$ cat src/rtl/memory_address_pkg.sv
// Shared types for the memory address sequencer: FSM states, default widths and
// the single place where the priority between the command inputs is decided.
package memory_address_pkg;

    localparam int DEFAULT_ADDR_W = 4;
    localparam int DEFAULT_LEN_W  = 4;

    typedef enum logic {
        IDLE  = 1'b0,
        BURST = 1'b1
    } state_e;

    typedef enum logic [1:0] {
        CMD_NONE    = 2'd0,
        CMD_LOAD    = 2'd1,
        CMD_BURST   = 2'd2,
        CMD_ADVANCE = 2'd3
    } cmd_e;

    // Load beats everything; burst_start and increment only count in IDLE,
    // step only counts in BURST, so one advance command serves both states.
    function automatic cmd_e decode_cmd(
        input state_e state,
        input logic   load_enable,
        input logic   burst_start,
        input logic   increment,
        input logic   step
    );
        cmd_e cmd;
        cmd = CMD_NONE;
        if (load_enable) begin
            cmd = CMD_LOAD;
        end else if (state == IDLE) begin
            if (burst_start) begin
                cmd = CMD_BURST;
            end else if (increment) begin
                cmd = CMD_ADVANCE;
            end
        end else if (step) begin
            cmd = CMD_ADVANCE;
        end
        return cmd;
    endfunction

endpackage

$ cat src/rtl/burst_length_counter.sv
// Down-counter holding the number of words left in the current burst;
// flags the last word so the sequencer can finish on the consuming step.
module burst_length_counter #(
    parameter int LEN_W = 4
) (
    input  logic             i_clock,
    input  logic             i_reset,
    input  logic             i_clear,
    input  logic             i_load,
    input  logic [LEN_W-1:0] i_load_value,
    input  logic             i_decrement,
    output logic             o_last
);

    logic [LEN_W-1:0] remaining_reg;
    logic [LEN_W-1:0] remaining_next;

    always_comb begin
        remaining_next = remaining_reg;
        if (i_clear) begin
            remaining_next = '0;
        end else if (i_load) begin
            remaining_next = i_load_value;
        end else if (i_decrement && (remaining_reg != '0)) begin
            remaining_next = remaining_reg - LEN_W'(1);
        end
    end

    always_ff @(posedge i_clock or posedge i_reset) begin
        if (i_reset) begin
            remaining_reg <= '0;
        end else begin
            remaining_reg <= remaining_next;
        end
    end

    assign o_last = (remaining_reg == LEN_W'(1));

endmodule

$ cat src/rtl/memory_address_sequencer.sv
// Address register with bus load, single-step increment and step-handshaked bursts.
// Define MAR_BOUND_EN to add the o_fault port and the ADDR_LIMIT range check.
module memory_address_sequencer
    import memory_address_pkg::*;
#(
    parameter int          ADDR_W     = DEFAULT_ADDR_W,
    parameter int          LEN_W      = DEFAULT_LEN_W,
    parameter int unsigned RESET_ADDR = 0,
    parameter int unsigned ADDR_LIMIT = 2**ADDR_W - 1
) (
    input  logic              i_clock,
    input  logic              i_reset,
    input  logic              i_load_enable,
    input  logic [ADDR_W-1:0] i_address,
    input  logic              i_increment,
    input  logic              i_burst_start,
    input  logic [LEN_W-1:0]  i_burst_len,
    input  logic              i_step,
    output logic [ADDR_W-1:0] o_address,
    output logic              o_burst_active,
    output logic              o_burst_done
`ifdef MAR_BOUND_EN
    ,
    output logic              o_fault
`endif
);

    if (longint'(ADDR_LIMIT) > ((longint'(1) << ADDR_W) - 1)) begin : g_bad_limit
        $error("ADDR_LIMIT does not fit in ADDR_W bits");
    end

    state_e            state_reg;
    state_e            state_next;
    cmd_e              cmd;
    logic [ADDR_W-1:0] address_reg;
    logic [ADDR_W-1:0] address_next;
    logic              done_reg;
    logic              done_next;
    logic              cnt_clear;
    logic              cnt_load;
    logic              cnt_decrement;
    logic              last_word;
    logic              burst_len_zero;
    logic              advance_fault;

    assign cmd            = decode_cmd(state_reg, i_load_enable, i_burst_start, i_increment, i_step);
    assign burst_len_zero = (i_burst_len == '0);

`ifdef MAR_BOUND_EN
    localparam logic [ADDR_W-1:0] LIMIT = ADDR_W'(ADDR_LIMIT);

    logic fault_reg;
    logic fault_next;
    logic load_fault;

    // An advance from LIMIT or above either exceeds the limit or wraps.
    assign advance_fault = (cmd == CMD_ADVANCE) && (address_reg >= LIMIT);
    assign load_fault    = (cmd == CMD_LOAD) && (i_address > LIMIT);
    assign fault_next    = fault_reg | advance_fault | load_fault;

    always_ff @(posedge i_clock or posedge i_reset) begin
        if (i_reset) begin
            fault_reg <= 1'b0;
        end else begin
            fault_reg <= fault_next;
        end
    end

    assign o_fault = fault_reg;
`else
    assign advance_fault = 1'b0;
`endif

    // State register
    always_ff @(posedge i_clock or posedge i_reset) begin
        if (i_reset) begin
            state_reg <= IDLE;
        end else begin
            state_reg <= state_next;
        end
    end

    // Next-state logic
    always_comb begin
        state_next = state_reg;
        case (state_reg)
            IDLE: begin
                if ((cmd == CMD_BURST) && !burst_len_zero) begin
                    state_next = BURST;
                end
            end
            BURST: begin
                if (cmd == CMD_LOAD) begin
                    state_next = IDLE;
                end else if ((cmd == CMD_ADVANCE) && (last_word || advance_fault)) begin
                    state_next = IDLE;
                end
            end
            default: state_next = IDLE;
        endcase
    end

    // Output logic: next values for the registered address and done pulse,
    // plus the commands to the burst length counter.
    always_comb begin
        address_next  = address_reg;
        done_next     = 1'b0;
        cnt_clear     = 1'b0;
        cnt_load      = 1'b0;
        cnt_decrement = 1'b0;
        case (cmd)
            CMD_LOAD: begin
                address_next = i_address;
                cnt_clear    = (state_reg == BURST);
            end
            CMD_BURST: begin
                if (burst_len_zero) begin
                    done_next = 1'b1;
                end else begin
                    cnt_load = 1'b1;
                end
            end
            CMD_ADVANCE: begin
                if (advance_fault) begin
                    // Out-of-range advance wraps and silently ends any burst.
                    address_next = '0;
                    cnt_clear    = (state_reg == BURST);
                end else begin
                    address_next = address_reg + ADDR_W'(1);
                    if (state_reg == BURST) begin
                        cnt_decrement = 1'b1;
                        done_next     = last_word;
                    end
                end
            end
            default: begin
                address_next = address_reg;
            end
        endcase
    end

    always_ff @(posedge i_clock or posedge i_reset) begin
        if (i_reset) begin
            address_reg <= ADDR_W'(RESET_ADDR);
            done_reg    <= 1'b0;
        end else begin
            address_reg <= address_next;
            done_reg    <= done_next;
        end
    end

    burst_length_counter #(
        .LEN_W(LEN_W)
    ) u_burst_length_counter (
        .i_clock      (i_clock),
        .i_reset      (i_reset),
        .i_clear      (cnt_clear),
        .i_load       (cnt_load),
        .i_load_value (i_burst_len),
        .i_decrement  (cnt_decrement),
        .o_last       (last_word)
    );

    assign o_address      = address_reg;
    assign o_burst_active = (state_reg == BURST);
    assign o_burst_done   = done_reg;

endmodule

$ cat config.mk
export PLATFORM = sky130hd
export DESIGN_NAME = memory_address_sequencer
export DESIGN_NICKNAME = d
export VERILOG_FILES = /design/src/rtl/memory_address_pkg.sv /design/src/rtl/burst_length_counter.sv /design/src/rtl/memory_address_sequencer.sv
export SDC_FILE = /design/constraint.sdc
export NUM_CORES = 1
export LEC_CHECK = 0
export ABC_AREA = 1
export CAP_MARGIN = 20
export CORE_MARGIN = 1.5
export CORE_UTILIZATION = 40
export DETAILED_ROUTE_END_ITERATION = 10
export PLACE_DENSITY = 0.72
export SLEW_MARGIN = 20
export SYNTH_ARGS = -nofsm -noshare
export SYNTH_HDL_FRONTEND = slang
export SYNTH_SLANG_ARGS = --single-unit
$ cat constraint.sdc
create_clock -name i_clock -period 1.05 [get_ports i_clock]
set_input_delay 0.21 -clock i_clock [delete_from_list [all_inputs] [get_ports i_clock]]
set_output_delay 0.21 -clock i_clock [all_outputs]
set_load 0.05 [all_outputs]
==> results of run 1 <==
[synthesized netlist by cell type]
cell type / count
buf_6: 1
inv_1: 10
xnor2_1: 2
dfrtp_1: 10
o21ai_0: 3
nand2_1: 23
nor2_4: 1
nand3_2: 1
nand3b_1: 3
nand2_4: 1
nand4_1: 5
nand3_1: 19
inv_2: 2
nor2_1: 4
xor2_1: 1
ha_1: 3
nand2_2: 3
or2_1: 1
[worst max-delay path by stage]
stage | startpoint | endpoint | cells after the start
2_1_floorplan | o_burst_active | u_burst_length_counter.remaining_reg[1] | 8
3_3_place_gp | i_load_enable | u_burst_length_counter.remaining_reg[3] | 8
3_5_place_dp | i_load_enable | u_burst_length_counter.remaining_reg[3] | 8
4_1_cts | o_burst_active | u_burst_length_counter.remaining_reg[2] | 7
5_1_grt | o_burst_active | u_burst_length_counter.remaining_reg[2] | 7
6_report | o_burst_active | u_burst_length_counter.remaining_reg[2] | 7
[kinds of logic after synthesis]
kind of cell | share of synthesized area, %
simple gates | 44.4
buf+inv | 8.12
flops | 36.1
compound gates | 2.17
xor+xnor | 3.79
fa+ha+maj | 5.42
[what timing repair did]
action / in CTS / in global routing
buffers inserted: 7 / 0
pin swaps: 5 / 3
gates resized for setup: 16 / 7
endpoints found under the hold margin: 0 / 0
endpoints found under the setup margin: 15 / 16
cloned: 0 / 1
[layout make-up]
class | count | area, sq um
Fill cell | 99 | 307
Sequential cell | 10 | 254
Clock buffer | 4 | 36.3
Multi-Input combinational cell | 71 | 458
Inverter | 12 | 45.0
Tap cell | 16 | 20.0
Timing Repair Buffer | 39 | 439
[where the power goes]
group          total (W)  leakage (nW)  switching, W  internal, W
Clock           0.000361        0.0210      0.000150     0.000210
Sequential      0.000579         0.123     0.0000941     0.000485
Combinational    0.00134         0.463      0.000687     0.000648
Total            0.00228         0.606      0.000931      0.00134
[worst max-delay path: stages, from the launching register on]
cell and delay (ns):
dfrtp_2 0.42, inv_2 0.08, nand2_2 0.06, nor2_4 0.17
buf_12 0.14, nand3b_1 0.08, nand3_1 0.11, nand2_1 0.05
[layer usage]
metal	track usage, %	wire [um]
met2	43.8	1180
met4	12.7	46
met3	3.27	100
met5	0	0
met1	28.8	941
[metrics by stage]
| step | hold slack (ns) | cells | area (sq um) |
|---|---|---|---|
| floorplan | 0.0500 | 93 | 697 |
| global placement | 0.506 | 140 | 1050 |
| detailed placement | 0.508 | 140 | 1050 |
| CTS | 0.226 | 151 | 1220 |
| global route | 0.237 | 152 | 1250 |
| finish | 0.216 | 152 | 1250 |
==> results.sh, run 1 <==
export IMPL_drtAntennaViolNets=0
export IMPL_syn_nets=110
export IMPL_die_y_um=44.6
export IMPL_synthTopCellsByArea="dfrtp_1, nand3_1, nand2_1, ha_1, inv_1"
export IMPL_drtIter0Drc=40
export IMPL_place_port_buffers=19
export IMPL_dieArea_sq_mm=0.00199
export IMPL_core_rowCount=14
export IMPL_wl_per_cell_um=14.9
export IMPL_hold_class="in -> async"
export IMPL_fin_util_pct=80.3
export IMPL_cts_num_sinks=10
export IMPL_vias_per_cell=5.47
export IMPL_status="complete, but fails checks"
export IMPL_power_w=0.00228
export IMPL_n_antenna_cell=0
export IMPL_synth_top_area_cell="dfrtp_1"
export IMPL_skew_ns=0.00322
export IMPL_yosysWarnings=0
export IMPL_grt_pass1_vias=822
export IMPL_grt_max_degree=11
export IMPL_cap_violations=0
export IMPL_layout_drive_gt1_share_pct=41.2
export IMPL_pre_cts_slack_ns=-0.439
export IMPL_hpwl_um=1400
export IMPL_fin_ws_ns=-0.170
export IMPL_finalHoldViolCount=0
export IMPL_reg2reg_to="u_burst_length_counter.remaining_reg[2]"
export IMPL_cts_max_path_buffers=2
export IMPL_dr_pass1_iters=7
export IMPL_critPathKind="reg -> reg"
export IMPL_layout_cells_most_common="nand2_1"
export IMPL_nets=154
export IMPL_crit_arrival_ns=1.38
export IMPL_finalCritPeriodShare_pct=116
export IMPL_overflow=0
export IMPL_path_max_fanout=5
export IMPL_drc=1
export IMPL_p_leak_nw=0.606
export IMPL_synth_top_cell_area_share_pct=36.1
export IMPL_maxSlewViolCount=0
export IMPL_tightest_slew_ns=0.267
export IMPL_setup_worst_path_end_class="register"
export IMPL_ir_drop_v=0.00109
export IMPL_grt_pass1_wl_um=3510
export IMPL_cts_buffers=3
export IMPL_setup_viol=15
export IMPL_fmax_ghz=0.819
export IMPL_violations="DRC, setup timing"
export IMPL_ys_seq_elements=10
export IMPL_cts_tree="built"
export IMPL_ys_seq_area_share_pct=36.1
export IMPL_ctsHoldBuffers=0
export IMPL_syn_to_final_growth_pct=80.7
export IMPL_avgSynthCellArea_sq_um=7.45
export IMPL_power_density_mw_per_mm2=1820
export IMPL_fin_tns_setup_ns=-1.40
export IMPL_drt_total_wl_um=2260
export IMPL_core_area_sq_mm=0.00156
export IMPL_synth_cell_types=18
export IMPL_grt_setup_unrepaired="true"
export IMPL_ff2ff_setup_slack_ns=-0.17
export IMPL_worst_setup_path_start_kind="register"
export IMPL_clock_root_buffer="clkbuf_4"
export IMPL_fp_dieW_um=44.6
export IMPL_path_clk_slew_ns=0.08
export IMPL_track_usage_pct=24.8
export IMPL_detailroute_via_count=832
export IMPL_initial_core_util_pct=44.5
export IMPL_worst_skew_pair_late_latency_ns=0.27
export IMPL_io_pins=20
export IMPL_r2r_cells=7
export IMPL_final_cell_mix="nand2_1, nand3_1, buf_4"
export IMPL_period_needed_ns=1.22
export IMPL_h_tree_depth=1
export IMPL_gp_congestion=0.871
export IMPL_slew_headroom_pct=82.2
export IMPL_required_ns=1.21
export IMPL_r2r_start="o_burst_active"
export IMPL_synth_cell_area_sq_um=693
export IMPL_antenna_found_initial=0
export IMPL_syn_inst=93
Note: power is estimated with default switching activity, not from simulation.
==> run 2, diff against run 1 <==
--- a/config.mk
+++ b/config.mk
@@ -8,10 +8,9 @@
 export ABC_AREA = 1
 export CAP_MARGIN = 20
 export CORE_MARGIN = 1.5
-export CORE_UTILIZATION = 40
+export CORE_UTILIZATION = 41
 export DETAILED_ROUTE_END_ITERATION = 10
-export PLACE_DENSITY = 0.72
-export SLEW_MARGIN = 20
+export PLACE_DENSITY = 0.73
 export SYNTH_ARGS = -nofsm -noshare
 export SYNTH_HDL_FRONTEND = slang
 export SYNTH_SLANG_ARGS = --single-unit
==> run 2 against run 1 <==
The flow finishes with violations (setup timing). Worst hold slack got worse by 0.0091 ns. First-iteration DRC count fell by 7.5%. Fmax fell by 7.0%. Critical path depth did not move. Global-route usage fell by 0.21 points. Largest power group unchanged. Core utilization rose by 1.1 points. Register-to-register slack got worse by 0.09 ns. Routed wire length fell by 3.7%. Final area rose by 0.20%.
==> results.sh, run 2 (synthesized netlist as in run 1, its figures left out) <==
export IMPL_required_ns=1.21
export IMPL_slew_headroom_pct=75.0
export IMPL_maxSlewViolCount=0
export IMPL_cts_buffers=3
export IMPL_fin_ws_ns=-0.262
export IMPL_fin_area_sq_mm=0.00125
export IMPL_place_port_buffers=19
export IMPL_fin_tns_setup_ns=-2.22
export IMPL_drc=0
export IMPL_clock_root_buffer="clkbuf_4"
export IMPL_core_area_sq_mm=0.00154
export IMPL_netSwitchingPower_w=0.000890
export IMPL_antenna_found_initial=0
export IMPL_path_max_fanout=7
export IMPL_status="complete, but fails checks"
export IMPL_initial_core_util_pct=45.0
export IMPL_swShare_pct=40.1
export IMPL_period_needed_ns=1.31
export IMPL_final_cell_mix="nand2_1, buf_4, nand3_1"
export IMPL_ir_drop_v=0.00128
export IMPL_gp_congestion=0.952
export IMPL_setup_viol=15
export IMPL_grt_pass1_wl_um=3390
export IMPL_dieArea_sq_mm=0.00195
export IMPL_nets=159
export IMPL_h_tree_depth=1
export IMPL_n_antenna_cell=0
export IMPL_cap_violations=0
export IMPL_syn_to_final_growth_pct=81.0
export IMPL_power_density_mw_per_mm2=1770
export IMPL_critPathKind="reg -> reg"
export IMPL_pwr_share_comb_pct=61.3
export IMPL_hpwl_um=1360
export IMPL_worst_setup_path_start_kind="register"
export IMPL_cts_tree="built"
export IMPL_pwr_share_clk_pct=13.6
export IMPL_r2r_cells=7
export IMPL_detailroute_via_count=825
export IMPL_worst_skew_pair_late_latency_ns=0.28
export IMPL_placed_cell_area_sq_mm=0.00110
export IMPL_setup_worst_path_end_class="register"
export IMPL_tightest_slew_ns=0.373
export IMPL_wl_per_cell_um=13.9
export IMPL_fin_util_pct=81.4
export IMPL_dr_pass1_iters=5
export IMPL_grt_setup_unrepaired="true"
export IMPL_io_pins=20
export IMPL_overflow=0
export IMPL_drt_total_wl_um=2180
export IMPL_violations="setup timing"
export IMPL_cts_max_path_buffers=2
export IMPL_drtIter0Drc=37
export IMPL_fp_dieW_um=44.1
export IMPL_path_clk_slew_ns=0.08
export IMPL_finalHoldViolCount=0
export IMPL_die_y_um=44.1
export IMPL_fmax_ghz=0.762
export IMPL_track_usage_pct=24.6
export IMPL_cts_num_sinks=10
export IMPL_finalCritPeriodShare_pct=125
export IMPL_hold_class="in -> async"
export IMPL_skew_ns=0.0114
export IMPL_crit_arrival_ns=1.48
export IMPL_intPower_w=0.00133
export IMPL_layout_drive_gt1_share_pct=40.4
export IMPL_grt_pass1_vias=784
export IMPL_p_leak_nw=0.619
export IMPL_drtAntennaViolNets=0
export IMPL_seq_power_share_pct=25.2
export IMPL_core_rowCount=14
export IMPL_grt_max_degree=11
export IMPL_vias_per_cell=5.25
-- run 2: worst paths after layout --
path | startpoint | endpoint | slack [ns]
max | o_burst_active | u_burst_length_counter.remaining_reg[1] | -0.26
min | i_reset | o_address[0] | 0.21
max reg2reg | o_burst_active | u_burst_length_counter.remaining_reg[1] | -0.26
min reg2reg | u_burst_length_counter.remaining_reg[3] | u_burst_length_counter.remaining_reg[3] | 0.59
max in group asynchronous | i_reset | o_burst_active | 0.68
min in group i_clock | i_address[2] | o_address[2] | 0.48
-- run 2: through the flow --
step / total power [W] / setup slack, ns / hold WS [ns] / cells
floorplan: 0.00116 / -0.171 / 0.0500 / 93
finish: 0.00222 / -0.262 / 0.207 / 157
detailed placement: 0.00173 / -0.418 / 0.520 / 146
global placement: 0.00171 / -0.390 / 0.507 / 146
CTS: 0.00213 / -0.225 / 0.215 / 156
global route: 0.00236 / -0.323 / 0.237 / 157
-- run 2: critical path, cell delays in order (launching register included) --
cell and delay [ns]:
dfrtp_2 0.43, buf_6 0.13, inv_6 0.05, nand2_4 0.04
nor2_4 0.19, nand2_2 0.14, nand4_1 0.14, nand2_1 0.06
-- run 2: power groups by stage --
stage,clock network [W],registers (W),logic [W]
CTS,0.000308,0.000555,0.00127
global route,0.000317,0.000570,0.00147
detailed placement,0,0.000575,0.00116
global placement,0,0.000568,0.00115
floorplan,0,0.000691,0.000471
finish,0.000301,0.000558,0.00136
-- run 2: routing by layer --
layer,part of all wire [%],GRT usage (%)
met4,2.9,14.5
met1,44,33.2
met5,0,0
met3,5.9,1.22
met2,47,38.8
-- run 2: final cells by class --
class                      count  area, sq um
clock buffer                   4         26.3
inverter                      12         52.6
multi-input combinational     71          440
timing repair buffer          44          460
fill                          93          287
tap                           16         20.0
sequential                    10          255
-- run 2: timing repair --
| action | in CTS | in global routing |
|---|---|---|
| pin swaps | 2 | 6 |
| hold buffers | 0 | 0 |
| resized for setup | 13 | 10 |
| setup endpoints to repair | 14 | 15 |
| setup buffers | 5 | 1 |
| cloned | 1 | 0 |
| hold endpoints to repair | 0 | 0 |
